$ cat src/rtl/pkt_dma_pkg.sv
// Shared types and helpers for the packet DMA read/write controllers.
package pkt_dma_pkg;

  typedef enum logic [1:0] {
    StIdle = 2'd0,
    StReq  = 2'd1,
    StData = 2'd2,
    StDone = 2'd3
  } pkt_state_e;

  localparam int unsigned WORD_BYTES = 4;

  // Size of the next burst: whatever is left, capped at the configured maximum.
  function automatic logic [29:0] min_burst(input logic [29:0] remaining,
                                            input logic [29:0] max_burst);
    return (remaining < max_burst) ? remaining : max_burst;
  endfunction

endpackage

$ cat src/rtl/pkt_burst_calc.sv
// Tracks the word address and word count still to fetch, and sizes the next burst.
module pkt_burst_calc
  import pkt_dma_pkg::*;
#(
  parameter int unsigned MaxBurst = 64,
  parameter int unsigned BurstW   = 16
) (
  input  logic              clk_i,
  input  logic              rst_ni,
  input  logic              load_i,
  input  logic [29:0]       base_word_i,
  input  logic [29:0]       len_i,
  input  logic              advance_i,
  output logic [31:0]       base_addr_o,
  output logic [29:0]       remaining_o,
  output logic [BurstW-1:0] burst_len_o,
  output logic              last_burst_o
);

  logic [29:0] base_q, base_d;
  logic [29:0] remaining_q, remaining_d;
  logic [29:0] burst_full;

  assign burst_full   = min_burst(remaining_q, 30'(MaxBurst));
  assign burst_len_o  = BurstW'(burst_full);
  assign last_burst_o = (remaining_q == burst_full);
  assign remaining_o  = remaining_q;
  // Word-address arithmetic wraps at 2^30 words, i.e. modulo 2^32 bytes.
  assign base_addr_o  = 32'(base_q) * 32'(WORD_BYTES);

  // Load on start, step past the finished burst on its last beat.
  always_comb begin
    base_d      = base_q;
    remaining_d = remaining_q;
    if (load_i) begin
      base_d      = base_word_i;
      remaining_d = len_i;
    end else if (advance_i) begin
      base_d      = base_q + burst_full;
      remaining_d = remaining_q - burst_full;
    end
  end

  // Counter registers.
  always_ff @(posedge clk_i or negedge rst_ni) begin
    if (!rst_ni) begin
      base_q      <= '0;
      remaining_q <= '0;
    end else begin
      base_q      <= base_d;
      remaining_q <= remaining_d;
    end
  end

endmodule

$ cat src/rtl/pkt_rd_ctrl.sv
// Avalon-MM burst-read master moving a captured packet from memory into the packet FIFO.
module pkt_rd_ctrl
  import pkt_dma_pkg::*;
#(
  parameter int unsigned MaxBurst = 64,
  parameter int unsigned BurstW   = 16
) (
  input  logic              clk_i,
  input  logic              rst_ni,
  input  logic              rd_ctrl_i,
  output logic              rd_ctrl_rdy_o,
  output logic              busy_o,
  input  logic [31:0]       pkt_begin_i,
  input  logic [31:0]       pkt_end_i,
  input  logic              almost_full_i,
  output logic [31:0]       fifo_in_o,
  output logic              wr_to_fifo_o,
  output logic [31:0]       address_o,
  output logic              read_o,
  output logic [BurstW-1:0] burstcount_o,
  input  logic              waitrequest_i,
  input  logic [31:0]       readdata_i,
  input  logic              readdatavalid_i
);

  pkt_state_e        state_q, state_d;
  logic              read_q, read_d;
  logic [31:0]       address_q, address_d;
  logic [BurstW-1:0] burstcount_q, burstcount_d;
  logic [BurstW-1:0] beats_q, beats_d;
  logic [31:0]       fifo_in_q, fifo_in_d;
  logic              wr_q, wr_d;
  logic              rdy_q, rdy_d;
  logic              busy_q, busy_d;

  logic [29:0]       begin_word, end_word, start_len;
  logic              start_empty;
  logic              load, advance;
  logic [31:0]       base_addr;
  logic [29:0]       remaining;
  logic [BurstW-1:0] burst_len;
  logic              last_burst;
  logic              unused_lsbs;

  assign begin_word  = pkt_begin_i[31:2];
  assign end_word    = pkt_end_i[31:2];
  assign start_len   = end_word - begin_word;
  assign start_empty = (end_word <= begin_word);
  assign unused_lsbs = ^{pkt_begin_i[1:0], pkt_end_i[1:0], remaining};

  pkt_burst_calc #(
    .MaxBurst(MaxBurst),
    .BurstW  (BurstW)
  ) u_burst_calc (
    .clk_i       (clk_i),
    .rst_ni      (rst_ni),
    .load_i      (load),
    .base_word_i (begin_word),
    .len_i       (start_len),
    .advance_i   (advance),
    .base_addr_o (base_addr),
    .remaining_o (remaining),
    .burst_len_o (burst_len),
    .last_burst_o(last_burst)
  );

  // Next-state and registered-output logic.
  always_comb begin
    state_d      = state_q;
    read_d       = read_q;
    address_d    = address_q;
    burstcount_d = burstcount_q;
    beats_d      = beats_q;
    fifo_in_d    = fifo_in_q;
    wr_d         = 1'b0;
    load         = 1'b0;
    advance      = 1'b0;
    unique case (state_q)
      StIdle: begin
        if (rd_ctrl_i) begin
          if (start_empty) begin
            state_d = StDone;
          end else begin
            load    = 1'b1;
            state_d = StReq;
            // Issue straight away so read rises the cycle after the start.
            if (!almost_full_i) begin
              read_d       = 1'b1;
              address_d    = {begin_word, 2'b00};
              burstcount_d = BurstW'(min_burst(start_len, 30'(MaxBurst)));
            end
          end
        end
      end
      StReq: begin
        if (read_q) begin
          if (!waitrequest_i) begin
            read_d  = 1'b0;
            beats_d = burstcount_q;
            state_d = StData;
          end
        end else if (!almost_full_i) begin
          read_d       = 1'b1;
          address_d    = base_addr;
          burstcount_d = burst_len;
        end
      end
      StData: begin
        // FIFO space was reserved when the burst was issued.
        if (readdatavalid_i) begin
          fifo_in_d = readdata_i;
          wr_d      = 1'b1;
          beats_d   = beats_q - BurstW'(1);
          if (beats_q == BurstW'(1)) begin
            advance = 1'b1;
            state_d = last_burst ? StDone : StReq;
          end
        end
      end
      StDone: begin
        state_d = StIdle;
      end
      default: begin
        state_d = StIdle;
      end
    endcase
    rdy_d  = (state_d == StDone);
    busy_d = (state_d != StIdle);
  end

  // State and output registers.
  always_ff @(posedge clk_i or negedge rst_ni) begin
    if (!rst_ni) begin
      state_q      <= StIdle;
      read_q       <= 1'b0;
      address_q    <= '0;
      burstcount_q <= '0;
      beats_q      <= '0;
      fifo_in_q    <= '0;
      wr_q         <= 1'b0;
      rdy_q        <= 1'b0;
      busy_q       <= 1'b0;
    end else begin
      state_q      <= state_d;
      read_q       <= read_d;
      address_q    <= address_d;
      burstcount_q <= burstcount_d;
      beats_q      <= beats_d;
      fifo_in_q    <= fifo_in_d;
      wr_q         <= wr_d;
      rdy_q        <= rdy_d;
      busy_q       <= busy_d;
    end
  end

  assign read_o        = read_q;
  assign address_o     = address_q;
  assign burstcount_o  = burstcount_q;
  assign fifo_in_o     = fifo_in_q;
  assign wr_to_fifo_o  = wr_q;
  assign rd_ctrl_rdy_o = rdy_q;
  assign busy_o        = busy_q;

endmodule

$ cat config.mk
export PLATFORM = sky130hd
export DESIGN_NAME = pkt_rd_ctrl
export DESIGN_NICKNAME = d
export VERILOG_FILES = /design/src/rtl/pkt_dma_pkg.sv /design/src/rtl/pkt_burst_calc.sv /design/src/rtl/pkt_rd_ctrl.sv
export SDC_FILE = /design/constraint.sdc
export NUM_CORES = 1
export LEC_CHECK = 0
export CORE_AREA = 3 3 196 198
export CTS_BUF_LIST = sky130_fd_sc_hd__clkbuf_8
export DETAILED_ROUTE_END_ITERATION = 6
export DIE_AREA = 0 0 199 201
export PLACE_DENSITY = 0.48
export SETUP_SLACK_MARGIN = 0.15
export SYNTH_ARGS = -nofsm -noshare
export SYNTH_HDL_FRONTEND = slang
export SYNTH_SLANG_ARGS = --single-unit
$ cat constraint.sdc
create_clock -name clk_i -period 9.9 [get_ports clk_i]
set_input_delay 1.98 -clock clk_i [delete_from_list [all_inputs] [get_ports clk_i]]
set_output_delay 1.98 -clock clk_i [all_outputs]
set_load 0.005 [all_outputs]
==> metrics <==
Ports roughly 190; Worst R2R Path Depth 16; Register Area approximately 0.0040 mm²; Worst Setup SP pkt_end_i[2]; RSZ-0062 raised after global routing false; CP Launch Type primary input; Worst R2R Start u_burst_calc.remaining_o[12]; setup TNS 0 ns; R2R Setup Slk a little over 4 ns; ys flop type dfrtp_1; H-tree Lvls 4; period utilization 63.2%; first-iteration detailed-routing DRC count approximately 450; dpl cell area ~0.013 mm²; Final setup viols 0; reg-to-reg critical path endpoint u_burst_calc.base_q[27]; Crit Path Class primary input to flop; clk sinks 160; Worst slew margin between 20% and 30%; Core ar. 0.0367 mm²; syn_area_per_cell roughly 8.4 µm²; Clock Path Buffers 2; Async S/R FF share, synth between 90% and 100%; Vias/cell ~5.3; nets between 1,500 and 2,000; cell with the most instances after synthesis dfrtp_1; clock root cell clkbuf_8; WHS Endpoint address_o[25]; area added between synthesis and finish 24.8%; share of the synthesized area in the top cell type a little over a third; diodes inserted 0; first-pass GRT wire length ~57 mm; number of global-route vias before repair around 10,000; Std-Cell Rows 70; port buffer count ~180; critical path capture point type flop; status complete, no violations; Pre-Repair DR Iteration Count 5; PD cells approximately 250 mW/mm²; die area 0.0400 mm²; post-route cell area approximately 0.014 mm²; Crit path arrival time approximately 6.7 ns; count of pins over their slew limit 0; initial antenna violation count 1; fin crit period approximately 6.3 ns; worst hold path type flop to flop; leakage power a little under 6 nW; hpwl dp 26.3 mm; area of the multi-input gates ~0.0067 mm²; Seq/Total Area, Yosys 36.2%; Max Cap Violations 0; yosys warns 0; setup repair bufs after CTS 0; die height 201 µm; leading area contributor after synthesis dfrtp_1; flops & latches, synth between 150 and 200; ranking of synthesized cells by area dfrtp_1, ha_1, o21ai_0; Max FO, Critical Path 24; CP required between 10 and 15 ns; wire per inst 18.4 µm; # placed instances 1,928; vias about 10,000; drc violations 0; non-filler cells, final just under 2,000; Detail Route Antenna Nets 0; global route overflow 0; Final Util between 30 and 40%; Slew @ Worst Pin ~1.1 ns; hold buffers post-CTS 0; largest net degree at the start of global routing 90; die width roughly 200 µm; CTS tree built; synth unique cells 75; WHS Path Cells 2; Post-CTS Resized 0; Final Hold Fails 0; Post-synth EDFFs 0; RD Place Congestion 0.860; fmax around 160 MHz; later-pin clock latency in the skew report 0.50 ns; Worst-path clk slew ~0.11 ns; Gate Count Post-Synth between 1,000 and 1,500; CTS Buf Count 17; share of cells above drive strength 1 ~7%; Max VDD drop approximately 0.17 mV; drt total wl ~36 mm; commonest cells in the synthesized netlist dfrtp_1, nor2_1, nand2_1, o21ai_0, a21oi_1; initial core utilization a little under a third; worst hold margin roughly 0.49 ns; total global-route track usage 17.8%; Hold Crit Start address_o[25]; Fillers between 3,000 and 4,000; Post-Syn Area roughly 0.011 mm²; Worst Skew roughly 0.022 ns
[metal layers]
metal	vias to the layer above	part of all wire, %	GRT usage (%)
li1	5091	-	-
met1	4967	47	23.9
met2	217	47	29.6
met3	37	4.1	3.41
met4	2	2.0	4.47
met5	-	0.036	0
[cell type report]
class / instances / area share (%)
Tap cell: 468 / 4.25
Clock inverter: 15 / 1.54
Inverter: 58 / 1.58
Clock buffer: 17 / 1.70
Timing Repair Buffer: 188 / 13.5
Sequential cell: 160 / 29.0
Multi-Input combinational cell: 1054 / 48.4
[flip-flops by register name, summed over array words and instances, names as in the netlist]
signal	count
u_burst_calc.remaining_o	30
u_burst_calc.base_q	30
busy_o	1
burstcount_o	16
rd_ctrl_rdy_o	1
address_o	30
state_q	2
beats_q	16
fifo_in_o	32
wr_to_fifo_o	1
read_o	1
[worst max-delay path, cell delays in order]
cell and delay (ns):
clkdlybuf4s50_1 0.46, inv_1 0.04, ha_1 0.20, fa_1 0.41, nand2b_1 0.19, a21oi_1 0.60
o21ai_4 0.18, a2111oi_2 0.44, nor3_1 0.18, o21bai_2 0.84, nand4_1 0.14, or4_1 0.76
o211a_1 0.21
[how the worst max path moves through the flow]
stage	end	slack, ns
after floorplan	burstcount_o[6]	4.91
after global placement	burstcount_o[6]	3.16
after detailed placement	burstcount_o[6]	3.12
after CTS	burstcount_o[6]	3.66
after global routing	burstcount_o[2]	3.28
final	burstcount_o[6]	3.64
[layout by cell type, fill, tap and decap left out, drive strengths merged, types with 25 or more instances in the layout]
master           n
a21oi          120
clkdlybuf4s50  178
conb            25
dfrtp          160
ha              62
inv             66
mux2            32
nand2          125
nor2           134
nor3            39
o21ai          130
[per-stage QoR]
step / total power (W) / setup slack (ns)
3_5_place_dp: 0.00287 / 3.12
6_report: 0.00344 / 3.64
5_1_grt: 0.00373 / 3.28
4_1_cts: 0.00346 / 3.66
2_1_floorplan: 0.00222 / 4.91
3_3_place_gp: 0.00285 / 3.16
[where the power goes]
group | total [W] | leakage, nW | switching, W | internal, W
logic | 0.00168 | 3.68 | 0.000859 | 0.000826
registers | 0.00119 | 1.97 | 0.000241 | 0.000947
clock network | 0.000562 | 0.223 | 0.000319 | 0.000243
total | 0.00344 | 5.88 | 0.00142 | 0.00202
[kinds of logic after synthesis]
kind of cell | count (synthesis) | synth area share (%)
and+or+nand+nor | 457 | 20.1
buffers and inverters | 122 | 4.33
other | 2 | 0.0680
xor gates and xnor gates | 42 | 3.33
muxes | 44 | 4.35
adders and majority gates | 64 | 7.38
AOI/OAI and AO/OA | 422 | 24.2
DFF | 160 | 36.2
Note: power is estimated with default switching activity, not from simulation.
